## config.mk

```make
export PLATFORM = sky130hd
export DESIGN_NAME = soc_system_key_debounce
export DESIGN_NICKNAME = d
export VERILOG_FILES = /design/src/rtl/soc_system_key_debounce.sv
export SDC_FILE = /design/constraint.sdc
export NUM_CORES = 1
export LEC_CHECK = 0
export ABC_AREA = 0
export CAP_MARGIN = 10
export CORE_ASPECT_RATIO = 1.1
export CORE_MARGIN = 2
export CORE_UTILIZATION = 30
export DETAILED_ROUTE_END_ITERATION = 10
export GPL_TIMING_DRIVEN = 1
export PLACE_DENSITY = 0.56
export SKIP_CTS_REPAIR_TIMING = 1
export SYNTH_ARGS = -nofsm -noshare
export SYNTH_HDL_FRONTEND = slang
export SYNTH_SLANG_ARGS = --single-unit
```

## constraint.sdc

```tcl
create_clock -name clk -period 3 [get_ports clk]
set_clock_uncertainty 0.05 [all_clocks]
set_input_delay 0.75 -clock clk [delete_from_list [all_inputs] [get_ports clk]]
set_output_delay 0.75 -clock clk [all_outputs]
set_load 0.005 [all_outputs]
```

## src/rtl/soc_system_key_debounce.sv

```systemverilog
// Per-channel push-button debouncer feeding the key PIO in_port.
// Each channel synchronises its raw key through two flops, then only accepts
// a new level after it has held for DEBOUNCE_CYCLES consecutive cycles.
// Accepted changes also produce one-cycle press/release strobes.
//
// state   | meaning
// --------+--------------------------------------------------------------
// STABLE  | synchronised key equals key_out, counter parked at zero
// COUNT   | synchronised key differs from key_out, qualifying the change
module soc_system_key_debounce #(
  parameter int unsigned WIDTH           = 2,
  parameter int unsigned DEBOUNCE_CYCLES = 1000000,
  parameter logic        IDLE_LEVEL      = 1'b1
) (
  input  logic             clk,
  input  logic             reset_n,
  input  logic [WIDTH-1:0] key_in,
  output logic [WIDTH-1:0] key_out,
  output logic [WIDTH-1:0] press_pulse,
  output logic [WIDTH-1:0] release_pulse,
  output logic [WIDTH-1:0] busy
);

  localparam int unsigned      CNT_W    = $clog2(DEBOUNCE_CYCLES + 1);
  localparam logic [CNT_W-1:0] CNT_LAST = CNT_W'(DEBOUNCE_CYCLES - 1);
  localparam logic [CNT_W-1:0] CNT_ONE  = CNT_W'(1);

  typedef enum logic {
    ST_STABLE = 1'b0,
    ST_COUNT  = 1'b1
  } state_t;

  logic [WIDTH-1:0] s1;
  logic [WIDTH-1:0] s2;

  // Two-flop synchroniser; resets to the released level so no press is seen at reset.
  always_ff @(posedge clk or negedge reset_n) begin
    if (!reset_n) begin
      s1 <= {WIDTH{IDLE_LEVEL}};
      s2 <= {WIDTH{IDLE_LEVEL}};
    end else begin
      s1 <= key_in;
      s2 <= s1;
    end
  end

  for (genvar i = 0; i < WIDTH; i++) begin : g_ch
    state_t           state;
    logic [CNT_W-1:0] cnt;
    logic             level;
    logic             press;
    logic             rel;
    logic             count_flag;

    // Per-channel qualifier: a single matching sample during COUNT restarts the wait.
    always_ff @(posedge clk or negedge reset_n) begin
      if (!reset_n) begin
        state      <= ST_STABLE;
        cnt        <= '0;
        level      <= IDLE_LEVEL;
        press      <= 1'b0;
        rel        <= 1'b0;
        count_flag <= 1'b0;
      end else begin
        press <= 1'b0;
        rel   <= 1'b0;
        case (state)
          ST_STABLE: begin
            if (s2[i] != level) begin
              state      <= ST_COUNT;
              cnt        <= CNT_ONE;
              count_flag <= 1'b1;
            end
          end
          ST_COUNT: begin
            if (s2[i] == level) begin
              state      <= ST_STABLE;
              cnt        <= '0;
              count_flag <= 1'b0;
            end else if (cnt == CNT_LAST) begin
              state      <= ST_STABLE;
              cnt        <= '0;
              count_flag <= 1'b0;
              level      <= s2[i];
              if (s2[i] == IDLE_LEVEL) begin
                rel <= 1'b1;
              end else begin
                press <= 1'b1;
              end
            end else begin
              cnt <= cnt + CNT_ONE;
            end
          end
          default: begin
            state      <= ST_STABLE;
            cnt        <= '0;
            count_flag <= 1'b0;
          end
        endcase
      end
    end

    assign key_out[i]       = level;
    assign press_pulse[i]   = press;
    assign release_pulse[i] = rel;
    assign busy[i]          = count_flag;
  end

endmodule

```

==> results of run 1 <==
[per-layer routing]
metal	up-vias	part of all wire, %	track usage [%]
met4	0	1.9	6.05
met1	1156	47	16.0
met5	-	0	0
met3	11	2.9	2.67
li1	1149	-	-
met2	42	48	21.1
[per-stage QoR]
step	setup slack (ns)	util [%]	hold WS (ns)
2_1_floorplan	0.903	-	0.295
3_3_place_gp	0.549	33.0	0.297
3_5_place_dp	0.519	33.0	0.299
4_1_cts	0.500	34.0	0.316
5_1_grt	0.265	34.0	0.318
6_report	0.472	34.0	0.314
[area by class of cell]
class	instances	area share, %
multi-input cells	236	43.9
flip-flops and latches	54	42.5
repair buffers	18	5.32
well taps	117	4.58
clock buffers	5	2.15
clock inverters	3	0.822
inverters	6	0.704
[report_power, final]
group          switching, mW  leakage, nW  internal, mW
registers             0.0157        0.718         0.745
logic                 0.0625        0.554        0.0412
clock network          0.274       0.0491         0.173
[cells in the final DEF (no fill, tap or decap), types with 3 or more instances in the layout]
cell	Yosys	layout
nor4_1	8	8
nand2_1	37	37
nor2_1	18	18
nor3b_1	8	8
dfstp_2	6	6
nand3_1	21	21
o21ai_0	18	18
nand4_1	8	8
buf_4	9	6
nor3_1	11	11
a21oi_1	16	16
or3_1	9	9
or2_2	4	4
o21ai_1	8	8
and3_1	6	6
clkbuf_8	0	5
mux2_2	3	3
mux2i_1	11	11
clkdlybuf4s50_1	0	10
o21a_1	3	3
dfrtp_1	48	48
a21o_1	12	12
and2_1	4	4
inv_1	6	6
[worst paths after layout]
path	from	endpoint	slack, ns	cells after the start
hold / removal	s1[0]	s2[0]	0.31	0
setup / recovery	g_ch[1].cnt[13]	g_ch[1].cnt[14]	0.47	6
min in group asynchronous	reset_n	g_ch[1].cnt[11]	0.45	1
max in group asynchronous	reset_n	g_ch[1].cnt[8]	1.85	2
setup reg to reg	g_ch[1].cnt[13]	g_ch[1].cnt[14]	0.47	6
hold reg to reg	s1[0]	s2[0]	0.31	0
[state kept, by name, indices dropped and copies added (netlist names)]
| register | cells |
|---|---|
| g_ch.rel | 2 |
| g_ch.state | 2 |
| g_ch.press | 2 |
| g_ch.level | 2 |
| g_ch.count_flag | 2 |
| s1 | 2 |
| s2 | 2 |
| g_ch.cnt | 40 |
[worst max-delay path, delay by kind of cell, from the launching register on]
kind                   cells  cell delay (ns)
DFF                        1             0.48
AOI/OAI and AO/OA          3             0.69
buffers and inverters      1             0.24
and+or+nand+nor            2             0.97
[cells by family (layout without fill, tap and decap cells)]
kind of cell	after synthesis	after routing	share of synthesized area [%]
flops	54	54	46.9
fa+ha+maj	2	2	0.863
compound gates	70	70	14.9
simple gates	148	148	26.9
xor+xnor	2	2	0.604
mux	14	14	4.96
buf+inv	26	32	4.92
==> impl_metrics.tcl, run 1 <==
set metrics [dict create \
    status "finished clean" \
    seq_area_frac_synth_pct 46.9 \
    synth_top_area_cell "dfrtp_1" \
    ir_drop_v 0.000240 \
    setup.worst_path.end_class "register" \
    dpl_cell_area_sq_um 3100 \
    ys_warn_count 0 \
    area_growth_pct 10.3 \
    area.sequential_sq_um 1360 \
    routed_wl_microns 6460 \
    leakagePower_nw 1.32 \
    syn_nets 322 \
    portBuffers 11 \
    yosysMostFrequentCell "dfrtp_1" \
    overflow 0 \
    cts_tree "done" \
    dp.cells 431 \
    finalPower_mw 1.31 \
    fillers 985 \
    drc_errors 0 \
    fin_nets 327 \
    detailedRoute.firstIterationViolations 97 \
    cp.arrival_ns 2.69 \
    cts_made_buffers 5 \
    rsz0062_at_grt "false" \
    cts_max_path_buffers 2 \
    ys_ff_latch 54 \
    finalNonFillerCells 439 \
    vias 2358 \
    wire_per_inst_microns 14.7 \
    dr.pass1.iters 5 \
    grt_max_degree 33 \
    clkSinkCount 54 \
    synth_cells 316 \
    grt_usage_pct 12.8 \
    clk_latency_ns 0.32 \
    cts_max_level 2 \
    startpoint_type "register" \
    layout-drive-gt1-share_pct 9.94 \
    row_count 37 \
    worst_hold_path_type "register to register" \
    syn-cell-area_sq_um 2900 \
    cts.clk_slew.worst_paths_ns 0.11 \
    min_period_over_period_pct 84.3 \
    cpMaxStageDelayCell "or4_1" \
    required_ns 3.17 \
    worstMarginPinSlew_ns 0.787 \
    crit_path_cell_trace "or4_1 > or4_4 > o21ai_4 > buf_4 > o21ai_1 > a21o_1" \
    synth_area_leaders "dfrtp_1 (41%), dfstp_2 (5.4%), nand2_1 (4.8%)" \
    syn_avg_cell_area_sq_um 9.18 \
    synth_common_cells "dfrtp_1 (48), nand2_1 (37), nand3_1 (21)" \
    finalHoldViolCount 0 \
    synthDistinctLibCells 49 \
    path_max_fanout 18 \
    ctsRootBufferMaster "clkbuf_8" \
    hpwl_microns 4400 \
    fp.dieW_microns 97.8 \
    drv_cap 0 \
    synth_top_area_share_pct 41.4 \
    multi_input_area_sq_um 1410 \
    slew_headroom_pct 47.5 \
    synthArstFlopShare_pct 100 \
    grt_pass1_vias 2300 \
    synth-edff-count 0 \
    period_minus_slack_ns 2.53 \
    setup_viol 0 \
    die_h_microns 107 \
    globalplace.congestion 0.860 \
    ant_nets 0 \
    drv_slew 0 \
    critPathMaxStageDelay_ns 0.52 \
    n_antenna_cell 0 \
    finalSetupTns_ns 0 \
    dieArea_sq_um 10500 \
    synthFlopType "dfrtp_1" \
    max_freq_ghz 0.396 \
    fin_area_sq_um 3200 \
    grt_pass1_wl_microns 10900 \
    antenna_found_initial 0 \
    power_density_nw_per_um2 410 \
    core-area_sq_um 9400 \
    vias_per_cell 5.37 \
    initial_utilization_pct 30.9 \
    ios 12 \
    critPathKind "register to register" \
]
No activity file was read; power rests on OpenSTA's default activity.
==> run 2: changes to the inputs <==
- clock period: 3 -> 2.5 ns (I/O delays scaled with it)
==> impl_metrics.tcl, run 2 (synthesis results as in run 1) <==
set metrics [dict create \
    ir_drop_v 0.000241 \
    cts.clk_slew.worst_paths_ns 0.11 \
    fin_nets 336 \
    fin_ws_ns 0.149 \
    wire_per_inst_microns 14.0 \
    fillers 964 \
    row_count 37 \
    worstMarginPinSlew_ns 0.690 \
    cts_max_level 2 \
    worst_hold_path_type "input pin to async pin" \
    rsz0062_at_grt "false" \
    layout_commonest_cell "dfrtp_1" \
    globalplace.congestion 0.877 \
    overflow 0 \
    hpwl_microns 4400 \
    initial_utilization_pct 30.9 \
    grt_pass1_vias 2318 \
    die_h_microns 107 \
    multi_input_area_sq_um 1410 \
    leakagePower_nw 1.35 \
    finalHoldViolCount 0 \
    cp.arrival_ns 2.52 \
    vias 2344 \
    ant_nets 0 \
    min_period_over_period_pct 94.0 \
    largest_reg_flops 40 \
    p_switching_uw 409 \
    dr.pass1.iters 4 \
    power_density_nw_per_um2 478 \
    period_minus_slack_ns 2.35 \
    startpoint_type "register" \
    cts_tree "done" \
    drv_slew 0 \
    vias_per_cell 5.23 \
    switching_share_pct 26.3 \
    cts_made_buffers 5 \
    required_ns 2.67 \
    layout-drive-gt1-share_pct 12.4 \
    status "finished clean" \
    ios 12 \
    path_max_fanout 9 \
    top_register "g_ch.cnt" \
    n_antenna_cell 0 \
    antenna_found_initial 0 \
    grt_pass1_wl_microns 11000 \
    area.sequential_sq_um 1360 \
    grt_max_degree 29 \
    setup.worst_path.end_class "register" \
    pre_cts_ws_ns 0.183 \
    dpl_cell_area_sq_um 3160 \
    fin_area_sq_um 3250 \
    fp.dieW_microns 97.8 \
    grt_usage_pct 12.9 \
    power_frac_comb_pct 8.1 \
    routed_wl_microns 6290 \
    p_int_mw 1.14 \
    slew_headroom_pct 53.9 \
    drv_cap 0 \
    power_frac_clock_pct 33.1 \
    drc_errors 0 \
    detailedRoute.firstIterationViolations 80 \
    portBuffers 11 \
    core-area_sq_um 9400 \
    mostFrequentLayoutCells "dfrtp_1 (48), nand2_1 (37), nand3_1 (21)" \
    cts_max_path_buffers 2 \
    setup_viol 0 \
    p_seq_share_pct 58.8 \
    finalSetupTns_ns 0 \
    critPathKind "register to register" \
    clkSinkCount 54 \
    dieArea_sq_um 10500 \
    ctsRootBufferMaster "clkbuf_8" \
    area_growth_pct 12.0 \
    clk_latency_ns 0.32 \
    max_freq_ghz 0.425 \
]
[run 2: cell count changes in the layout (fill, tap and decap cells not counted), sizes merged]
| cell | delta |
|---|---|
| buf | +9 |
| clkinv | +1 |
| clkinvlp | +1 |
| inv | -2 |
[run 2: power by group through the flow]
stage | clock network [mW] | registers [mW] | logic, mW
6_report | 0.513 | 0.914 | 0.126
3_3_place_gp | 0 | 0.929 | 0.126
3_5_place_dp | 0 | 0.930 | 0.128
4_1_cts | 0.526 | 0.913 | 0.128
2_1_floorplan | 0 | 0.926 | 0.0766
5_1_grt | 0.560 | 0.918 | 0.143
[run 2: through the flow]
stage | util [%] | hold slack (ns) | instances | power, mW
floorplan | - | 0.279 | 316 | 1.00
global placement | 33.6 | 0.296 | 440 | 1.05
detailed placement | 33.6 | 0.299 | 440 | 1.06
CTS | 34.6 | 0.282 | 448 | 1.57
global route | 34.6 | 0.307 | 448 | 1.62
finish | 34.6 | 0.260 | 448 | 1.55
[run 2: area by class of cell]
class / instances / area share, %
inverters: 6 / 0.693
clock buffers: 5 / 2.12
well taps: 117 / 4.51
multi-input cells: 236 / 43.3
repair buffers: 27 / 6.93
clock inverters: 3 / 0.655
flip-flops and latches: 54 / 41.8
[run 2: final timing paths]
kind,slack (ns),depth (start not counted),from,to
worst max-delay path,0.15,6,g_ch[1].cnt[12],g_ch[1].cnt[10]
worst min-delay path,0.26,1,reset_n,g_ch[1].cnt[5]
worst max register to register,0.15,6,g_ch[1].cnt[12],g_ch[1].cnt[10]
worst min register to register,0.31,0,s1[1],s2[1]
max in group asynchronous,1.52,2,reset_n,g_ch[0].cnt[7]
min in group clk,0.31,0,s1[1],s2[1]
[run 2: critical path, stage by stage (launching register included)]
cell     delay, ns
dfrtp_1       0.44
or4_1         0.55
or4_4         0.45
o21ai_4       0.28
buf_4         0.21
o21ai_1       0.07
a21o_1        0.18
[run 2: layer usage]
layer  global-route usage [%]  vias up  wire, microns
met5                        0        -              0
met4                     5.95        0            117
met3                     2.54        9            227
met2                     20.7       43           3050
met1                     17.0     1121           2890
li1                         -     1171              -
